[src/rtl/fcu_pkg.sv]
// Shared FCU definitions: datapath widths, exception encoding and the
// writeback entry record buffered between the FCU and the ROB.
package fcu_pkg;

  localparam int WID  = 80;
  localparam int TAGW = 5;

  localparam logic [7:0]  FLT_NONE = 8'h00;
  localparam logic [15:0] MISP_MAX = 16'hFFFF;

  typedef struct packed {
    logic [TAGW-1:0] id;
    logic [WID-1:0]  bus;
    logic [WID-1:0]  tgt;
    logic [7:0]      exc;
    logic            misp;
  } wb_entry_t;

endpackage

[src/rtl/fcu_wb_fifo2.sv]
// Two-entry writeback FIFO: 1-bit read/write pointers, 2-bit occupancy.
// Flush clears pointers and count; the payload array is never reset.
module fcu_wb_fifo2
  import fcu_pkg::*;
(
  input  logic       clk,
  input  logic       rst_n,
  input  logic       flush,
  input  logic       push,
  input  logic       pop,
  input  wb_entry_t  wdata,
  output wb_entry_t  rdata,
  output logic [1:0] count
);

  wb_entry_t  mem_q [2];
  wb_entry_t  mem_d [2];
  logic       rd_ptr_q, rd_ptr_d;
  logic       wr_ptr_q, wr_ptr_d;
  logic [1:0] count_q, count_d;
  logic       do_push, do_pop;

  always_comb begin
    do_push  = push & (count_q != 2'd2) & ~flush;
    do_pop   = pop & (count_q != 2'd0) & ~flush;
    mem_d    = mem_q;
    rd_ptr_d = rd_ptr_q;
    wr_ptr_d = wr_ptr_q;
    count_d  = count_q;
    if (flush) begin
      rd_ptr_d = 1'b0;
      wr_ptr_d = 1'b0;
      count_d  = 2'd0;
    end else begin
      if (do_push) begin
        mem_d[wr_ptr_q] = wdata;
        wr_ptr_d        = ~wr_ptr_q;
      end
      if (do_pop) begin
        rd_ptr_d = ~rd_ptr_q;
      end
      case ({do_push, do_pop})
        2'b10:   count_d = count_q + 2'd1;
        2'b01:   count_d = count_q - 2'd1;
        default: count_d = count_q;
      endcase
    end
  end

  always_ff @(posedge clk) begin
    if (!rst_n) begin
      rd_ptr_q <= 1'b0;
      wr_ptr_q <= 1'b0;
      count_q  <= 2'd0;
    end else begin
      rd_ptr_q <= rd_ptr_d;
      wr_ptr_q <= wr_ptr_d;
      count_q  <= count_d;
    end
  end

  always_ff @(posedge clk) begin
    mem_q <= mem_d;
  end

  always_comb begin
    rdata = mem_q[rd_ptr_q];
    count = count_q;
  end

endmodule

[src/rtl/fcu_wb.sv]
// FCU writeback stage: tags each result with a misprediction flag, buffers
// it in a 2-entry FIFO and counts mispredicted results as they retire.
module fcu_wb #(
  parameter int WID  = fcu_pkg::WID,
  parameter int TAGW = fcu_pkg::TAGW
) (
  input  logic            clk,
  input  logic            rst_n,
  input  logic            flush,
  input  logic            in_v,
  output logic            in_rdy,
  input  logic [TAGW-1:0] in_id,
  input  logic [WID-1:0]  in_bus,
  input  logic [WID-1:0]  in_tgt,
  input  logic [WID-1:0]  in_ptgt,
  input  logic [7:0]      in_exc,
  output logic            out_v,
  input  logic            out_rdy,
  output logic [TAGW-1:0] out_id,
  output logic [WID-1:0]  out_bus,
  output logic [WID-1:0]  out_tgt,
  output logic [7:0]      out_exc,
  output logic            out_misp,
  output logic [15:0]     misp_cnt
);

  import fcu_pkg::*;

  wb_entry_t   wr_ent;
  wb_entry_t   rd_ent;
  logic [1:0]  count;
  logic        deq;
  logic [15:0] misp_cnt_q, misp_cnt_d;

  // A faulting result never counts as a misprediction, whatever its targets.
  always_comb begin
    wr_ent.id   = in_id;
    wr_ent.bus  = in_bus;
    wr_ent.tgt  = in_tgt;
    wr_ent.exc  = in_exc;
    wr_ent.misp = (in_exc == FLT_NONE) && (in_tgt != in_ptgt);
  end

  fcu_wb_fifo2 u_fifo (
    .clk   (clk),
    .rst_n (rst_n),
    .flush (flush),
    .push  (in_v),
    .pop   (out_rdy),
    .wdata (wr_ent),
    .rdata (rd_ent),
    .count (count)
  );

  always_comb begin
    in_rdy   = (count != 2'd2);
    out_v    = (count != 2'd0);
    out_id   = rd_ent.id;
    out_bus  = rd_ent.bus;
    out_tgt  = rd_ent.tgt;
    out_exc  = rd_ent.exc;
    out_misp = rd_ent.misp;
    misp_cnt = misp_cnt_q;
  end

  always_comb begin
    deq        = out_v & out_rdy & ~flush;
    misp_cnt_d = misp_cnt_q;
    if (deq && rd_ent.misp && (misp_cnt_q != MISP_MAX)) begin
      misp_cnt_d = misp_cnt_q + 16'd1;
    end
  end

  always_ff @(posedge clk) begin
    if (!rst_n) begin
      misp_cnt_q <= '0;
    end else begin
      misp_cnt_q <= misp_cnt_d;
    end
  end

endmodule

[config.mk]
export PLATFORM = sky130hd
export DESIGN_NAME = fcu_wb
export DESIGN_NICKNAME = d
export VERILOG_FILES = /design/src/rtl/fcu_pkg.sv /design/src/rtl/fcu_wb_fifo2.sv /design/src/rtl/fcu_wb.sv
export SDC_FILE = /design/constraint.sdc
export NUM_CORES = 1
export LEC_CHECK = 0
export CORE_MARGIN = 5
export CORE_UTILIZATION = 30
export CTS_BUF_LIST = sky130_fd_sc_hd__clkbuf_2 sky130_fd_sc_hd__clkbuf_4 sky130_fd_sc_hd__clkbuf_8
export DETAILED_ROUTE_END_ITERATION = 6
export HOLD_SLACK_MARGIN = 0.03
export PLACE_DENSITY = 0.66
export RECOVER_POWER = 100
export SLEW_MARGIN = 40
export SYNTH_ARGS = -nofsm -noshare
export SYNTH_HDL_FRONTEND = slang
export SYNTH_SLANG_ARGS = --single-unit
export TNS_END_PERCENT = 10
[constraint.sdc]
create_clock -name clk -period 18.68 [get_ports clk]
set_clock_uncertainty 0.1 [all_clocks]
set_input_delay 4.67 -clock clk [delete_from_list [all_inputs] [get_ports clk]]
set_output_delay 4.67 -clock clk [all_outputs]
set_load 0.01 [all_outputs]
==> summary by stage <==
Outcome
The flow ran to the end, but the final reports show violations. The checks that failed: max-capacitance violations, max-slew violations.

Global routing
The via count of the first global-routing pass came to 9184. In the global route stage, overall resource usage came out at 13.57%. The global-route met1 utilization is 15.91%. The number of antenna violations at the first check in global routing is 10. In the global route stage, met2 resource usage came out at 22.60%. The total grt overflow is 0.

The routing layer with the top usage in global route is met2. Entering global routing, the biggest net connects 72 pins. The first global-routing pass estimated 55210 um of wire. Global routing consumed, on the met3 layer, 5.759% of the routing resources.

Synthesis
Sorting the synthesized cells by area gives the leading types as edfxtp_1 73%, mux2_2 14%, xor2_1 5.4%. The top cell type's share of synthesized area is 72.56%. The mapped netlist covers 14400 um^2.

The count of warnings emitted by yosys is 0. Yosys mapped the design onto 35 distinct sky130hd cell types. Synthesis handed over a netlist of 769 instances.

Synthesis produced a netlist with a net count of 1029. The cell taking the most area after synthesis is edfxtp_1. The share of the yosys chip area belonging to registers is 75.34%. The post-synthesis register bit count is 368.

The mean post-synth cell area is 18.73 um^2.

CTS
The clock tree root buffer cell is clkbuf_8. Clock-pin slew was measured on the worst setup and hold paths at 0.06 ns. TritonCTS built the clock tree. The number of buffers inserted by post-CTS setup repair is 0. The clock drives 368 sinks. The H-tree depth is 2. For the worst-skew pair, the clock arrives at the later sink with an insertion delay of 0.63 ns.

The longest clock path from root to sink contains 3 buffers. The number of clock buffers inserted by TritonCTS is 59. The number of gates resized after CTS was 0.

The hold-fix buffer count after cts is 0.

Critical path
The launch point of the worst reg-to-reg path is u_fifo.count[0]. The data arrival time of the critical path is 6.77 ns. The setup path with the least slack is of type flip-flop to output pin. The setup check on the worst reg-to-reg path leaves a slack of 12.27 ns. The maximum single-stage delay on the critical path is 2.84 ns.

In this run the critical register-to-register path is captured at u_fifo.mem_q[249]. The critical-path maximum fanout is 67. The number of buffers and inverters on the critical path is 2.

The worst setup path is launched from a flip-flop. The kind of cell adding the most delay to the critical path is buffers and inverters. Walking the worst path, the cells encountered are clkbuf_1, mux2_2, dlygate4sd3_1.

The endpoint type of the worst setup path is an output pin. The number of cell instances on the worst register-to-register path is 5. The slowest stage cell on the critical path is clkbuf_1. At the worst endpoint, the required time is 13.91 ns.

Final layout
Summing all flip-flop and latch instances after layout gives 10850 um^2. In the layout the commonest cells are 351 x dlygate4sd3_1, 348 x edfxtp_1, 161 x mux2_2. Excluding fillers, the count of instances in the completed layout stands at 1933. The post-route cell area is 20730 um^2. The number of nets in the layout is 1527. The leading cell type in the layout, fill and taps excluded is dlygate4sd3_1. The multi-input combinational cells in the finished layout cover a total of 3466 um^2. The share of layout cells above drive strength 1 is 18.95%. Fill cells in the final layout number 4258. From synthesis to final layout, the design area changed by 43.96%.

Worst hold path
Counting instances, the worst hold path has a depth of 2. The worst hold path terminates at misp_cnt[3]. In this run the worst hold path is classified as flip-flop to flip-flop. The worst hold path startpoint is misp_cnt[3].

Power
The design draws 1729 uW. The share of total power consumed by net switching is 21.86%. Dividing total power by cell area gives a power density of 83.40 nW/um^2. The share of total power dissipated in the clock network is 37.1%. The peak supply drop is 44.90 uV. The combinational share of power is 8.9%. Internal power comes to 1351 uW.

Registers are responsible for 54.1% of the overall power. The leakage power is 0.007047 uW. The reported net switching power is 378.0 uW.

Timing
The worst pin sits at a relative slew slack of -174.5%. The transition time at the pin with the least slew margin is 4.118 ns. The maximum operating frequency is 86.65 MHz.

Adding up every negative setup slack in the final design gives 0 ns. The final setup violation count is 0. Counting I/O delays and the setup requirement, the final critical path takes 11.54 ns. The hold violation count in the final report is 0.

After layout, the worst path uses 61.78% of the clock period. The final count of pins violating max slew is 516. Setup repair after global routing left no endpoint under its margin.

Drt
Once detail routing completed, the nets flagged for antenna violations numbered 0. The routed wirelength normalized by instance count is 19.39 um. The final layout contains routed wiring with a total length of 37480 um. The pre-antenna-repair detailed-routing pass consisted of 5 iterations. The detailed-route via count is 8661. The violation count after the first detailed-routing iteration is 339. After detailed routing, the number of remaining DRC violations is 0.

After detailed routing, the number of vias per cell comes to 4.481.

Floorplanning
The die covers 52490 um^2. The starting density of the core is 30.23%. The height of the chip is 229.1 um.

During I/O placement, the number of pins put on the boundary was 450. In this run the horizontal extent of the chip is 229.1 um. In this run the core area contains 80 standard-cell rows. The area of the core is 47650 um^2.

Job
The number of max-cap violations is 9.

Place
The cell count after placement is 1820. The post-detailed-placement half-perimeter wirelength is 26690 um. At the end of routability-driven placement, the weighted congestion stood at 0.8160. The standard cell area after detailed placement is 19700 um^2. The count of port buffers added during placement is 449.
[cell families (layout without fill, tap and decap cells)]
logic type	Yosys count	in the layout	share of synthesized area (%)
AOI/OAI and AO/OA	12	12	0.5907
and+or+nand+nor	89	89	3.605
muxes	176	176	13.74
buffers and inverters	25	565	0.6515
adders and majority gates	2	2	0.1737
DFF	368	368	75.34
other	0	9	0
xor gates and xnor gates	97	97	5.899
[cell usage after synthesis]
| library cell | number |
|---|---|
| a311oi_2 | 1 |
| nor3_1 | 2 |
| a31oi_1 | 1 |
| dfxtp_1 | 20 |
| buf_1 | 1 |
| nor4b_1 | 1 |
| nand4b_1 | 1 |
| a211oi_1 | 1 |
| mux2i_1 | 2 |
| edfxtp_1 | 348 |
| and3_1 | 2 |
| o21a_1 | 2 |
| xnor2_1 | 8 |
| nor2b_1 | 1 |
| nor3b_1 | 1 |
| xor2_1 | 89 |
| nor2_1 | 9 |
| nand2b_1 | 2 |
| nor4_1 | 25 |
| or2_2 | 1 |
| and2_1 | 13 |
| or3_1 | 2 |
| nand4_1 | 12 |
| and4_1 | 2 |
| a311oi_1 | 1 |
| a21oi_1 | 3 |
| a21boi_0 | 1 |
| inv_1 | 4 |
| o21ai_0 | 2 |
| or4b_1 | 1 |
| clkbuf_1 | 20 |
| mux2_2 | 174 |
| ha_1 | 2 |
| nand2_1 | 8 |
| nand3_1 | 6 |
[stage by stage]
step / hold slack [ns] / util (%) / worst slack, ns
6_report: 0.4343 / 43.52 / 7.139
4_1_cts: 0.4391 / 43.61 / 10.47
2_1_floorplan: 0.3892 / - / 5.725
5_1_grt: 0.4953 / 43.48 / 6.593
3_5_place_dp: 0.4311 / 41.34 / 11.22
3_3_place_gp: 0.4012 / 41.28 / 11.04
[routing by layer]
metal	part of all wire, %	routed length (um)
met1	39	14670
met5	0.088	33
met4	2.8	1062
met3	9.3	3487
met2	49	18220
[how the worst max path moves through the flow]
stage / depth (start not counted) / startpoint / slack [ns] / to
floorplan: 3 / flush / 5.73 / u_fifo.mem_q[0]
global placement: 6 / in_tgt[4] / 11.04 / u_fifo.mem_q[0]
detailed placement: 3 / u_fifo.rd_ptr_q / 11.22 / out_tgt[28]
CTS: 3 / u_fifo.rd_ptr_q / 10.47 / out_tgt[28]
global route: 3 / u_fifo.rd_ptr_q / 6.59 / out_bus[35]
finish: 3 / u_fifo.rd_ptr_q / 7.14 / out_bus[35]
[power groups by stage]
stage / logic, uW / registers [uW] / clock network, uW
after detailed placement: 170 / 950 / 0
after global placement: 168 / 949 / 0
after floorplan: 51.0 / 954 / 0
final: 153 / 935 / 641
after global routing: 164 / 936 / 709
after CTS: 171 / 933 / 671
[cell type report]
cell class,instances,share of cell area (%)
diodes,9,0.1086
clock buffers,73,4.423
clock inverters,30,0.7966
inverters,4,0.07242
multi-input cells,376,16.72
flip-flops and latches,368,52.33
well taps,615,3.711
repair buffers,458,21.84
[state kept, by name (all words and copies together) (netlist names)]
name             cells
u_fifo.mem_q       348
u_fifo.count         2
u_fifo.wr_ptr_q      1
u_fifo.rd_ptr_q      1
misp_cnt            16
[worst reg2reg max path, cell delays in order, from the launching register on]
cell,delay [ns]
dfxtp_1,0.43
nand2b_1,0.16
nand3_1,0.21
nor2_1,0.19
clkbuf_1,1.74
clkbuf_1,3.02
Note: power is estimated with default switching activity, not from simulation.
